==> src/rtl/dmem_arbiter.sv <==
// Shares the single data_mem port between the core load/store port (id 0)
// and the external loader/debug port (id 1): round-robin with a bounded loader burst lock.
module dmem_arbiter #(
  parameter int AW       = 32,
  parameter int DW       = 32,
  parameter int MAX_LOCK = 4
) (
  input  logic          clk,
  input  logic          reset,
  input  logic          c_req,
  input  logic          c_we,
  input  logic [AW-1:0] c_addr,
  input  logic [DW-1:0] c_wdata,
  output logic          c_gnt,
  output logic          c_stall,
  output logic          c_rvalid,
  output logic [DW-1:0] c_rdata,
  input  logic          x_req,
  input  logic          x_we,
  input  logic          x_lock,
  input  logic [AW-1:0] x_addr,
  input  logic [DW-1:0] x_wdata,
  output logic          x_gnt,
  output logic          x_rvalid,
  output logic [DW-1:0] x_rdata,
  output logic          mem_we,
  output logic [AW-1:0] mem_addr,
  output logic [DW-1:0] mem_wdata,
  input  logic [DW-1:0] mem_rdata
);

  localparam logic [3:0] LOCK_LIMIT = 4'(MAX_LOCK);

  // Handshake: a requester holds req/we/addr/wdata until it sees gnt high in the
  // same cycle; the access completes at the edge ending that cycle, and a read
  // returns data with rvalid high for exactly the following cycle.

  logic       last_owner;
  logic       lock_flag;
  logic [3:0] lock_cnt;
  logic       locked;
  logic       c_win;
  logic       x_win;

  always_comb begin
    locked = last_owner & lock_flag & (lock_cnt < LOCK_LIMIT);
    c_win  = 1'b0;
    x_win  = 1'b0;
    if (locked && x_req) begin
      x_win = 1'b1;
    end else if (c_req && x_req) begin
      // Tie goes to whoever did not own the port last.
      if (last_owner) c_win = 1'b1;
      else            x_win = 1'b1;
    end else if (c_req) begin
      c_win = 1'b1;
    end else if (x_req) begin
      x_win = 1'b1;
    end
  end

  assign c_gnt   = c_win & reset;
  assign x_gnt   = x_win & reset;
  assign c_stall = c_req & ~c_gnt;

  assign mem_addr  = x_gnt ? x_addr  : c_addr;
  assign mem_wdata = x_gnt ? x_wdata : c_wdata;
  assign mem_we    = (c_gnt & c_we) | (x_gnt & x_we);

  always_ff @(posedge clk or negedge reset) begin
    if (!reset) begin
      last_owner <= 1'b1;
      lock_flag  <= 1'b0;
      lock_cnt   <= 4'd0;
      c_rvalid   <= 1'b0;
      x_rvalid   <= 1'b0;
      c_rdata    <= '0;
      x_rdata    <= '0;
    end else begin
      c_rvalid <= c_gnt & ~c_we;
      x_rvalid <= x_gnt & ~x_we;
      if (c_gnt && !c_we) c_rdata <= mem_rdata;
      if (x_gnt && !x_we) x_rdata <= mem_rdata;

      if (c_gnt) begin
        last_owner <= 1'b0;
        lock_flag  <= 1'b0;
        lock_cnt   <= 4'd0;
      end else if (x_gnt) begin
        last_owner <= 1'b1;
        lock_flag  <= x_lock;
        // Only contended locked grants count toward the core's starvation bound.
        if (!x_lock)
          lock_cnt <= 4'd0;
        else if (c_req && (lock_cnt < LOCK_LIMIT))
          lock_cnt <= lock_cnt + 4'd1;
      end
    end
  end

endmodule

==> config.mk <==
export PLATFORM = sky130hd
export DESIGN_NAME = dmem_arbiter
export DESIGN_NICKNAME = d
export VERILOG_FILES = /design/src/rtl/dmem_arbiter.sv
export SDC_FILE = /design/constraint.sdc
export NUM_CORES = 1
export LEC_CHECK = 0
export ABC_AREA = 1
export BUFFER_PORTS_ARGS = -buffer_cell sky130_fd_sc_hd__buf_2
export CORE_AREA = 2 2 118 120
export CTS_CLUSTER_DIAMETER = 150
export DETAILED_ROUTE_END_ITERATION = 10
export DIE_AREA = 0 0 120 122
export HOLD_SLACK_MARGIN = 0.02
export MAX_ROUTING_LAYER = met4
export SLEW_MARGIN = 20
export SYNTH_ARGS = -nofsm -noshare
export SYNTH_HDL_FRONTEND = slang
export SYNTH_SLANG_ARGS = --single-unit
export TNS_END_PERCENT = 20
==> constraint.sdc <==
create_clock -name clk -period 1.5 [get_ports clk]
set_input_delay 0.075 -clock clk [delete_from_list [all_inputs] [get_ports clk]]
set_output_delay 0.075 -clock clk [all_outputs]
set_load 0.005 [all_outputs]
* Yosys cells after proc, flatten, opt, wreduce, memory -nomap -nowiden
Cells that the tools add are included.
** Operators by class
- $add $sub $neg :: 1
- $lt $le $gt $ge :: 1
- Equality and inequality tests :: 1
- Multiplexer cells :: 19
- Bitwise gates (word level) :: 13
- Reduce and logical (&&, ||, !) cells :: 9
** Operators by type and width (count)
- two-way mux 32 bit :: 2
- two-way mux 4 bit :: 4
- two-way mux 1 bit :: 13
- AND 1 bit :: 9
- logical AND 1 bit :: 5
- adder 4 x 1 -> 4 bit (second input constant) :: 1
- < comparator 4 x 3 -> 1 bit (second input constant) :: 1
- inequality test 3 x 2 -> 1 bit (second input constant) :: 1
- NOT 1 bit :: 3
- zero test 1 bit :: 2
- AND reduction 2 bit :: 1
- nonzero test 2 bit :: 1
- bitwise OR 1 bit :: 1
** Word-level totals
- Register bits :: 72
- Output and inout bits :: 134
- Word-level logic and storage cells :: 51

* Longest topological paths before layout
Gate-level depths: netlist of the first run.
- Depth after elaboration :: 7
- Mapped depth :: 10
- Gate-level depth less buffers :: 8

* Least setup slack after synthesis of the first run
OpenSTA, ideal clock, no wires.
- Path type :: flip-flop to output port
- Start :: reg last_owner
- End :: out mem_addr[19]
- Data arrival time :: 1.347 ns
- Data required time :: 1.425 ns
- Setup slack :: 0.078 ns
- Stages on the path, launching flop included :: 9
- Cells stage by stage :: dfstp_2 -> inv_1 -> o21ai_0 -> nand2_1 -> nand2_2 -> buf_4 -> buf_2 -> nand2_1 -> nand2_1
** Between the ends
- Longest elaborated chain between the ends :: 6
- Elaborated cells on any way between the ends :: 8
- Classes of those cells :: 4 x mux; 3 x bitwise; 1 x reduce/logical
** Ends and longest elaborated chain
- start, declared :: RTL line 38 : logic last_owner;
- start signal, assigned :: RTL line 72 : last_owner <= 1'b1;
- start signal, assigned :: RTL line 86 : last_owner <= 1'b0;
- start signal, assigned :: RTL line 90 : last_owner <= 1'b1;
- AND 1 bit (2 in series) :: RTL line 46 : locked = last_owner & lock_flag & (lock_cnt < LOCK_LIMIT);
- logical AND 1 bit :: RTL line 49 : if (locked && x_req) begin
- two-way mux 1 bit * :: RTL line 49
- AND 1 bit * :: RTL line 63 : assign x_gnt = x_win & reset;
- two-way mux 32 bit * :: RTL line 66 : assign mem_addr = x_gnt ? x_addr : c_addr;
- end, declared :: RTL line 27 : output logic [AW-1:0] mem_addr,
Every way passes the cells marked *; elsewhere a longest branch is shown, timed or not.

* Final worst setup path of the first run
- Start :: reg last_owner
- End :: out mem_wdata[28]
** Between the ends
- Longest elaborated chain between the ends :: 6
- Elaborated cells on any way between the ends :: 8
- Classes of those cells :: 4 x mux; 3 x bitwise; 1 x reduce/logical
** Ends and longest elaborated chain
- AND 1 bit (2 in series) :: RTL line 46
- logical AND 1 bit :: RTL line 49
- two-way mux 1 bit * :: RTL line 49
- AND 1 bit * :: RTL line 63
- two-way mux 32 bit * :: RTL line 67 : assign mem_wdata = x_gnt ? x_wdata : c_wdata;
- end, declared :: RTL line 28 : output logic [DW-1:0] mem_wdata,
Marked as above.

==> results by group, run 1 <==
Yosys
  • Sequential area share after synthesis: 48.3%
  • Syn Inst Count: 541
  • Distinct cell type count of the synthesized netlist: 21
  • Largest area contributor in the netlist: dfrtp_1
  • Flops & latches, synth: ~70
  • Mean post-synth cell area: 6.91 µm²
  • Mapped Nets: approximately 710
  • Largest cells by area after synthesis: dfrtp_1, nand2_1, o21ai_0, buf_6, buf_4
  • Area share of the largest cell type after synthesis: 47.6%
  • Mapped cell area: 3740 µm²
  • Yosys warns: 0

Final layout
  • Fin area: 6640 µm²
  • Commonest non-fill, non-tap cell in the layout: nand2_1
  • Area grow syn2layout: 77.8%
  • # nets final: 1064
  • Most frequent cells in the layout: nand2_1, buf_2, dfrtp_1
  • Fraction of layout instances using a drive strength above 1: 44.8%
  • Final core utilization: between 40% and 50%

STA
  • Final setup vio count: 131
  • Relative slew slack: 47.3%
  • Tmin final: 1920 ps
  • FMAX: about 0.52 GHz
  • Final worst-path cycle share: 128%
  • Final WS setup: -419 ps
  • Post-route setup TNS: -29610 ps
  • RSZ-0062 raised after global routing: true
  • Hold Fails Final Rpt: 0
  • Final Max Tran Viols: 0
  • Worst Skew: 6.49 ps
  • Worst-margin pin slew: 790 ps
  • Hold_ws: around 90 ps

Job
  • Maxcap violations: 0

Global routing
  • Met3 GRT Util: 5.34%
  • Remaining global-route overflow: 0
  • Met1 Track Usage GR: 23.3%
  • Initial antenna violation count: 2
  • Largest net degree at the start of global routing: 63
  • Tot GR Track Use: between 20% and 30%
  • M2 GR Usage: 35.4%
  • Number of global-route vias before repair: 4355
  • First-pass GRT wire length: 22.5 mm
  • Busiest grt layer: met2

Min path
  • Hold Path Class: input port to flop
  • WHS Endpoint: lock_flag
  • Hold Crit Start: x_lock
  • Hold path depth: 3

Setup path
  • Worst path required time: 1420 ps
  • Worst reg2reg endpoint: x_rdata[3]
  • RR Startpoint: last_owner
  • Register-to-register setup slack: -90 ps
  • Crit-path max FO: 5
  • CP most frequent cell: nand2_2
  • CP max stage cell: dfstp_2
  • Crit start category: flop
  • CP Class: flop to primary output
  • Setup crit end kind: primary output
  • CP Data Arrival Time: 1840 ps
  • Crit-path cells: inv_1 -> o21ai_1 -> nand2_2 -> nand2_4 -> buf_12 -> clkbuf_16 -> nand2_2 -> nand2_1 -> buf_2
  • Worst stage delay on the critical path: 540 ps
  • R2R cell count: 9

CTS
  • Clock Sinks: 72
  • CTS root buf: clkbuf_16
  • H-tree lvl count: 3
  • Total CTS buffers: 9
  • CTS tree: built
  • CTS clk-pin slew, worst paths: 50 ps
  • Clk_lat worst skew: 330 ps
  • Buffers from clock root to sink, at most: 2

Drt
  • Vias per cell: about 4.3
  • DR iter-0 viols: 234
  • Number of nets with antenna violations after routing: 0
  • Pre-antenna DRT Iters: 4
  • Via count: roughly 4700
  • Drt drc: 0
  • Final WL: 15.5 mm
  • DR WL/cell: 14.3 µm

Place
  • Detail Placement HPWL: 11.4 mm
  • # port buffers: 300
  • Pre-CTS WS: -106 ps
  • RePlAce Congestion: 0.839
  • Placed cell area: roughly 5600 µm²

Status
  • Violated checks: setup timing
  • Status: complete, but fails checks

Power and ir drop
  • Max VDD drop: 0.000761 V
  • Leakage power: 3.95 nW
  • Pwr dens: 1090 nW/µm²

Die
  • Core area: 13500 µm²
  • Row cnt: 43
  • Initial Util: about 28%
  • Die area: 14600 µm²
  • Io pins: about 300
  • Die H: between 100 and 150 µm
  • Die width: 120 µm
-- worst max path at each step --
| stage | start | end | slack, ps | cells past startpoint |
|---|---|---|---|---|
| finish | last_owner | mem_wdata[28] | -420 | 9 |
| global route | last_owner | mem_wdata[1] | -540 | 10 |
| CTS | last_owner | mem_wdata[27] | -420 | 10 |
| detailed placement | last_owner | mem_wdata[27] | -110 | 9 |
| global placement | last_owner | mem_wdata[22] | -100 | 9 |
| floorplan | last_owner | mem_addr[19] | 80 | 8 |
-- critical path: cells and delay by family, from the launching register on --
family | cells | cell delay (ps)
buf+inv | 4 | 480
simple gates | 4 | 340
compound gates | 1 | 150
flops | 1 | 540
-- metal layers --
metal	part of all wire, %	routed length [µm]
met2	52	8110
met1	39	6040
met5	0	0
met4	1.3	208
met3	7.2	1120
-- cells by family after synthesis --
logic type,after synthesis,synth area share (%)
and+or+nand+nor,389,39.7
DFF,72,48.3
AOI/OAI and AO/OA,39,5.39
buffers and inverters,39,6.06
xor gates and xnor gates,1,0.234
adders and majority gates,1,0.335
-- flip-flops by register name, indices dropped and copies added (netlist names) --
name and flops:
c_rvalid 1, c_rdata 32, last_owner 1, x_rvalid 1, x_rdata 32, lock_flag 1
lock_cnt 4
-- Yosys cell counts (all sizes together) --
cell type  number
a21oi           2
buf            19
clkbuf         10
dfrtp          71
dfstp           1
ha              1
inv            10
nand2         373
nand3           7
nor2            9
o21a            1
o21ai          36
xor2            1
-- timing repair --
item / in CTS / in global routing
cloned: 0 / 6
resized for setup: 10 / 61
setup endpoints to repair: 134 / 138
buffers inserted: 2 / 1
hold endpoints to repair: 136 / 0
pin swaps: 1 / 5
hold buffers: 33 / 0
-- cell type report --
cell class	instances	area [µm²]
fill	1323	6860
timing repair buffer	373	2400
multi-input combinational	430	1870
sequential	72	1800
clock buffer	10	239
tap	180	225
clock inverter	5	57.6
inverter	10	45.0
antenna	2	5.00
-- report_power, final --
group	total [mW]	switching [mW]	internal, mW
Sequential	2.69	0.254	2.44
Combinational	2.43	1.21	1.22
Clock	2.12	0.795	1.32
Total	7.24	2.26	4.98
-- stage by stage --
step,power (mW),cells
after CTS,7.13,1073
after global routing,7.72,1082
after floorplan,3.60,541
after detailed placement,4.87,1023
after global placement,4.85,1023
final,7.24,1082
(Power assumes the default switching activity.)
==> run 2: changes to the inputs <==
- SKIP_LAST_GASP: unset -> 1
==> run 2 against run 1 <==
The run still ends with setup timing left. Clock skew fell by 0.54 ps. Non-clock buffer count fell by 5. First-iteration DRC count rose by 11%. Utilization fell by 2.2 points. Critical path type unchanged. Critical endpoint unchanged. Largest cell class unchanged. Largest power group unchanged.
==> results by group, run 2 (synthesized netlist as in run 1, its figures left out) <==
Status
  • Status: complete, but fails checks
  • Violated checks: setup timing

Global routing
  • First-pass GRT wire length: 22.4 mm (-0.24%)
  • Number of global-route vias before repair: 4351 (-0.092%)
  • Remaining global-route overflow: 0 (unchanged)
  • Initial antenna violation count: 2 (unchanged)
  • Tot GR Track Use: 20.2% (-0.062 points)
  • Largest net degree at the start of global routing: 63 (unchanged)

Min path
  • Hold Path Class: input port to flop
  • Hold path depth: 3 (unchanged)

STA
  • Final Max Tran Viols: 0 (unchanged)
  • RSZ-0062 raised after global routing: true
  • Final worst-path cycle share: 127% (-1.4 points)
  • Final WS setup: -398 ps (+21.5 ps)
  • Worst Skew: 5.95 ps (-0.540 ps)
  • Hold_ws: 65.1 ps (-26.3 ps)
  • Hold Fails Final Rpt: 0 (unchanged)
  • Final setup vio count: 133 (+1.5%)
  • Worst-margin pin slew: 777 ps (-13.6 ps)
  • Post-route setup TNS: -26600 ps (+3010 ps)
  • Relative slew slack: 48.2% (+0.91 points)
  • FMAX: 0.527 GHz (+1.1%)
  • Tmin final: 1900 ps (-21.5 ps)

Setup path
  • Crit-path max FO: 17 (+12)
  • CP Class: flop to primary output
  • CP Data Arrival Time: 1820 ps (-20 ps)
  • Worst stage delay on the critical path: 530 ps (about the same)
  • R2R cell count: 9 (unchanged)
  • Setup crit end kind: primary output
  • Crit-path cells: inv_1 -> o21ai_1 -> nand2_2 -> nand2_4 -> buf_12 -> buf_12 -> nand2_1 -> nand2_1 -> buf_2
  • Crit start category: flop
  • CP max stage cell: dfstp_2
  • Delay-heaviest family, CP: flip-flops
  • Worst path required time: 1420 ps (about the same)
  • Crit. path cell count: 9 (unchanged)
  • Crit path buf inv count: 4 (unchanged)

Drt
  • Number of nets with antenna violations after routing: 0 (unchanged)
  • Vias per cell: 4.29 (-1.2%)
  • Final WL: 15.2 mm (-2.0%)
  • Pre-antenna DRT Iters: 5 (+1)
  • Drt drc: 0 (unchanged)
  • DR WL/cell: 14.1 µm (-1.5%)
  • DR iter-0 viols: 259 (+11%)
  • Via count: 4622 (-1.7%)

CTS
  • H-tree lvl count: 3 (unchanged)
  • CTS root buf: clkbuf_16
  • Total CTS buffers: 9 (unchanged)
  • Clk_lat worst skew: 330 ps (about the same)
  • Buffers from clock root to sink, at most: 2 (unchanged)
  • CTS clk-pin slew, worst paths: 50 ps (about the same)
  • CTS tree: built
  • Clock Sinks: 72 (unchanged)

Place
  • RePlAce Congestion: 0.839 (unchanged)
  • # port buffers: 300 (unchanged)
  • Detail Placement HPWL: 11.4 mm (unchanged)

Final layout
  • Register area: 1800 µm² (unchanged)
  • Fraction of layout instances using a drive strength above 1: 40.2% (-4.6 points)
  • # nets final: 1059 (-0.47%)
  • Area grow syn2layout: 70.0%
  • Most frequent cells in the layout: nand2_1, buf_2, dfrtp_1
  • Commonest non-fill, non-tap cell in the layout: nand2_1
  • Filler cells: 1353 (+2.3%)
  • Top flop regs: c_rdata x32, x_rdata x32, lock_cnt x4
  • Final core utilization: 47.0% (-2.2 points)
  • Area of the multi-input gates: 1720 µm² (-8.1%)

Die
  • Core area: 13500 µm² (unchanged)
  • Die H: 122 µm (unchanged)
  • Io pins: 301 (unchanged)
  • Die area: 14600 µm² (unchanged)
  • Die width: 120 µm (unchanged)
  • Initial Util: 27.7% (unchanged)
  • Row cnt: 43 (unchanged)

Job
  • Maxcap violations: 0 (unchanged)

Power and ir drop
  • Leakage power: 3.86 nW (-2.4%)
  • Pwr dens: 1110 nW/µm² (+2.3%)
  • Pwr Total: 7.08 mW (-2.2%)
  • Max VDD drop: 0.000761 V (about the same)
[run 2: final cells by class]
| class | count | area share, % |
|---|---|---|
| timing repair buffer | 368 | 35.6 |
| sequential | 72 | 28.4 |
| multi-input combinational | 430 | 27.1 |
| clock buffer | 10 | 3.76 |
| tap | 180 | 3.55 |
| clock inverter | 5 | 0.906 |
| inverter | 10 | 0.631 |
| antenna | 2 | 0.0788 |
[run 2: metal layers]
layer	wire length, µm	up-vias	GRT usage [%]
met5	0	-	-
met4	182	0	4.93
met3	1130	14	5.34
met2	7850	190	35.3
met1	6010	2071	23.2
li1	-	2347	-
[run 2: final timing paths]
path,startpoint,to,slack [ps]
worst max register to register,last_owner,x_rdata[3],-90
worst min-delay path,x_lock,lock_flag,70
worst min register to register,x_rdata[27],x_rdata[27],470
worst max-delay path,last_owner,mem_wdata[28],-400
max in group asynchronous,reset,c_rdata[4],460
min in group asynchronous,reset,lock_cnt[2],300
[run 2: worst reg2reg max path, stage by stage (launching register included)]
cell and delay (ps):
dfstp_2 530, inv_1 80, o21ai_1 150, nand2_2 90, buf_4 140, nand3_2 110
inv_2 100, buf_12 160, nand2_1 70, nand2_1 50
[run 2: what timing repair did]
item,in CTS,in global routing
setup buffers,2,0
gates resized for setup,1,6
hold endpoints to repair,136,0
gates cloned,0,2
endpoints found under the setup margin,134,138
hold buffers,33,0
[run 2: power by group]
group | internal (mW) | switching, mW | total, mW
logic | 1.13 | 1.14 | 2.27
clock network | 1.32 | 0.795 | 2.12
registers | 2.44 | 0.252 | 2.69
total | 4.89 | 2.19 | 7.08
[run 2: through the flow]
stage | area [µm²] | worst slack (ps) | instances
after floorplan | 3740 | 77.6 | 541
after global placement | 5630 | -99.7 | 1023
after detailed placement | 5630 | -106 | 1023
after CTS | 6280 | -452 | 1073
after global routing | 6350 | -528 | 1077
final | 6350 | -398 | 1077
==> run 3: changes to the inputs <==
- CORE_AREA: 2 2 118 120 -> 2 2 117 119
- CTS_BUF_LIST: unset -> sky130_fd_sc_hd__clkbuf_4 sky130_fd_sc_hd__clkbuf_8
- DIE_AREA: 0 0 120 122 -> 0 0 119 121
==> run 3 against run 2 <==
The flow still finishes with violations (setup timing). First-iteration DRC count is 11% higher. Hold slack worse by 19 ps. Power decreased by 2.6%. Via count rose by 1.6%. Sequential cell count is the same. Clock skew is 3.0 ps higher. Critical path depth rose by 2. Utilization is 3.3 points higher. Die area decreased by 1.6%. Non-clock buffer count grew 8. Highest routed layer unchanged.
==> results by group, run 3 (synthesized netlist as in run 1, its figures left out) <==
STA
  • Final Max Tran Viols: 0 (unchanged)
  • Hold_ws: 46.1 ps (-19.0 ps)
  • Hold Fails Final Rpt: 0 (unchanged)
  • Relative slew slack: 43.5% (-4.7 points)
  • Final setup vio count: 139 (+4.5%)
  • Worst Skew: 8.99 ps (+3.04 ps)
  • Final WS setup: -544 ps (-147 ps)
  • Worst-margin pin slew: 847 ps (+70.5 ps)
  • RSZ-0062 raised after global routing: true
  • Final worst-path cycle share: 136% (+9.8 points)
  • Tmin final: 2040 ps (+147 ps)
  • FMAX: 0.489 GHz (-7.2%)

Final layout
  • Top flop regs: c_rdata x32, x_rdata x32, lock_cnt x4
  • Fraction of layout instances using a drive strength above 1: 43.0% (+2.8 points)
  • Most frequent cells in the layout: nand2_1, buf_2, dfrtp_1
  • # nets final: 1067 (+0.76%)
  • Commonest non-fill, non-tap cell in the layout: nand2_1
  • Filler cells: 1293 (-4.4%)
  • Area grow syn2layout: 76.3%

Drt
  • Via count: 4697 (+1.6%)
  • Pre-antenna DRT Iters: 6 (+1)
  • Drt drc: 0 (unchanged)
  • DR iter-0 viols: 287 (+11%)
  • Final WL: 17.0 mm (+12%)
  • Vias per cell: 4.33 (+0.97%)
  • DR WL/cell: 15.7 µm (+11%)
  • Number of nets with antenna violations after routing: 0 (unchanged)

Job
  • Maxcap violations: 0 (unchanged)

Global routing
  • Tot GR Track Use: 22.7% (+2.5 points)
  • First-pass GRT wire length: 24.4 mm (+8.7%)
  • Initial antenna violation count: 4 (+2)
  • Largest net degree at the start of global routing: 67 (+6.3%)
  • Remaining global-route overflow: 0 (unchanged)
  • Number of global-route vias before repair: 4468 (+2.7%)

Place
  • RePlAce Congestion: 0.847 (+0.98%)
  • Detail Placement HPWL: 12.0 mm (+5.4%)
  • Pre-CTS WS: -286 ps (-180 ps)
  • # port buffers: 300 (unchanged)

CTS
  • Clk_lat worst skew: 350 ps (+20 ps)
  • H-tree lvl count: 3 (unchanged)
  • CTS tree: built
  • CTS clk-pin slew, worst paths: 70 ps (+20 ps)
  • CTS root buf: clkbuf_8
  • Buffers from clock root to sink, at most: 2 (unchanged)
  • Total CTS buffers: 9 (unchanged)
  • Clock Sinks: 72 (unchanged)

Die
  • Initial Util: 28.6% (+0.89 points)
  • Die width: 119 µm (-0.83%)
  • Io pins: 301 (unchanged)
  • Die area: 14400 µm² (-1.6%)
  • Core area: 13100 µm² (-3.1%)
  • Die H: 121 µm (-0.82%)
  • Row cnt: 42 (-2.3%)

Status
  • Violated checks: setup timing
  • Status: complete, but fails checks

Setup path
  • Delay-heaviest family, CP: flip-flops
  • Crit path buf inv count: 4 (unchanged)
  • Crit-path cells: buf_6 -> nand2_2 -> nor2_2 -> nand2_2 -> nand2_4 -> nand2_8 -> buf_12 -> buf_12 -> nand2_1 -> nand2_1 -> buf_2
  • Worst path required time: 1420 ps (about the same)
  • Worst stage delay on the critical path: 550 ps (+20 ps)
  • R2R cell count: 13 (+4)
  • RR Startpoint: last_owner
  • Register-to-register setup slack: -490 ps (-400 ps)
  • Setup crit end kind: primary output
  • CP Class: flop to primary output
  • Worst reg2reg endpoint: x_rdata[17]
  • Crit-path max FO: 12 (-5)
  • CP max stage cell: dfstp_2
  • CP Data Arrival Time: 1970 ps (+150 ps)
  • Crit start category: flop

Min path
  • Hold Crit Start: x_lock
  • Hold Path Class: input port to flop
  • Hold path depth: 3 (unchanged)
  • WHS Endpoint: lock_flag

Power and ir drop
  • Max VDD drop: 0.000700 V (-7.9%)
  • Pwr dens: 1050 nW/µm² (-6.0%)
  • Leakage power: 3.93 nW (+2.0%)
[run 3: changes by cell type in the layout (fill, tap and decap cells not counted), sizes merged]
cell and delta:
clkbuf +4, clkinv -2, diode +2, buf +6, clkinvlp +1
[run 3: final cells by class]
cell class	count	area (µm²)	area share [%]
Timing Repair Buffer	376	2460	37.4
Multi-Input combinational cell	430	1830	27.7
Sequential cell	72	1800	27.4
Tap cell	176	220	3.34
Clock buffer	12	165	2.51
Clock inverter	4	51.3	0.779
Inverter	10	47.5	0.722
Antenna cell	4	10.0	0.152
[run 3: worst register-to-register path: cells and delay by family, from the launching register on]
kind	cells	cell delay [ps]
buffers and inverters	8	950
DFF	1	550
and+or+nand+nor	4	280
AOI/OAI and AO/OA	1	160
[run 3: worst max-delay path by stage]
stage	from	end	cells after the start
finish	last_owner	mem_addr[6]	11
global route	last_owner	mem_addr[1]	11
CTS	last_owner	x_rdata[1]	14
detailed placement	last_owner	c_rdata[30]	6
global placement	last_owner	c_rdata[15]	6
floorplan	last_owner	mem_addr[19]	8
[run 3: what timing repair did]
item	in CTS	in global routing
hold buffers	33	0
gates cloned	4	4
pin swaps	3	10
endpoints found under the setup margin	138	140
endpoints found under the hold margin	70	0
buffers inserted	8	3
gates resized for setup	44	21
[run 3: routing by layer]
metal	vias to the layer above	track usage (%)	part of all wire, %	wire length (µm)
met2	209	37.3	50	8540
met4	0	4.84	1.0	178
met1	2102	27.5	41	6890
met5	-	-	0	0
met3	17	7.28	8.1	1370
li1	2369	-	-	-
[run 3: where the power goes]
part / total [mW] / switching (mW) / internal, mW
sequential: 2.70 / 0.266 / 2.43
clock: 1.65 / 0.745 / 0.904
combinational: 2.55 / 1.27 / 1.27
total: 6.90 / 2.28 / 4.61
[run 3: per-stage QoR]
stage               TNS (ps)  power, mW  std cells  cell area, µm²  util (%)
global route          -82790       7.34       1084            6590      50.3
global placement      -20960       4.85       1014            5520      42.2
detailed placement    -22880       4.87       1014            5520      42.2
CTS                   -67070       6.80       1075            6390      48.8
finish                -65200       6.90       1084            6590      50.3
floorplan                  0       3.60        541            3740         -
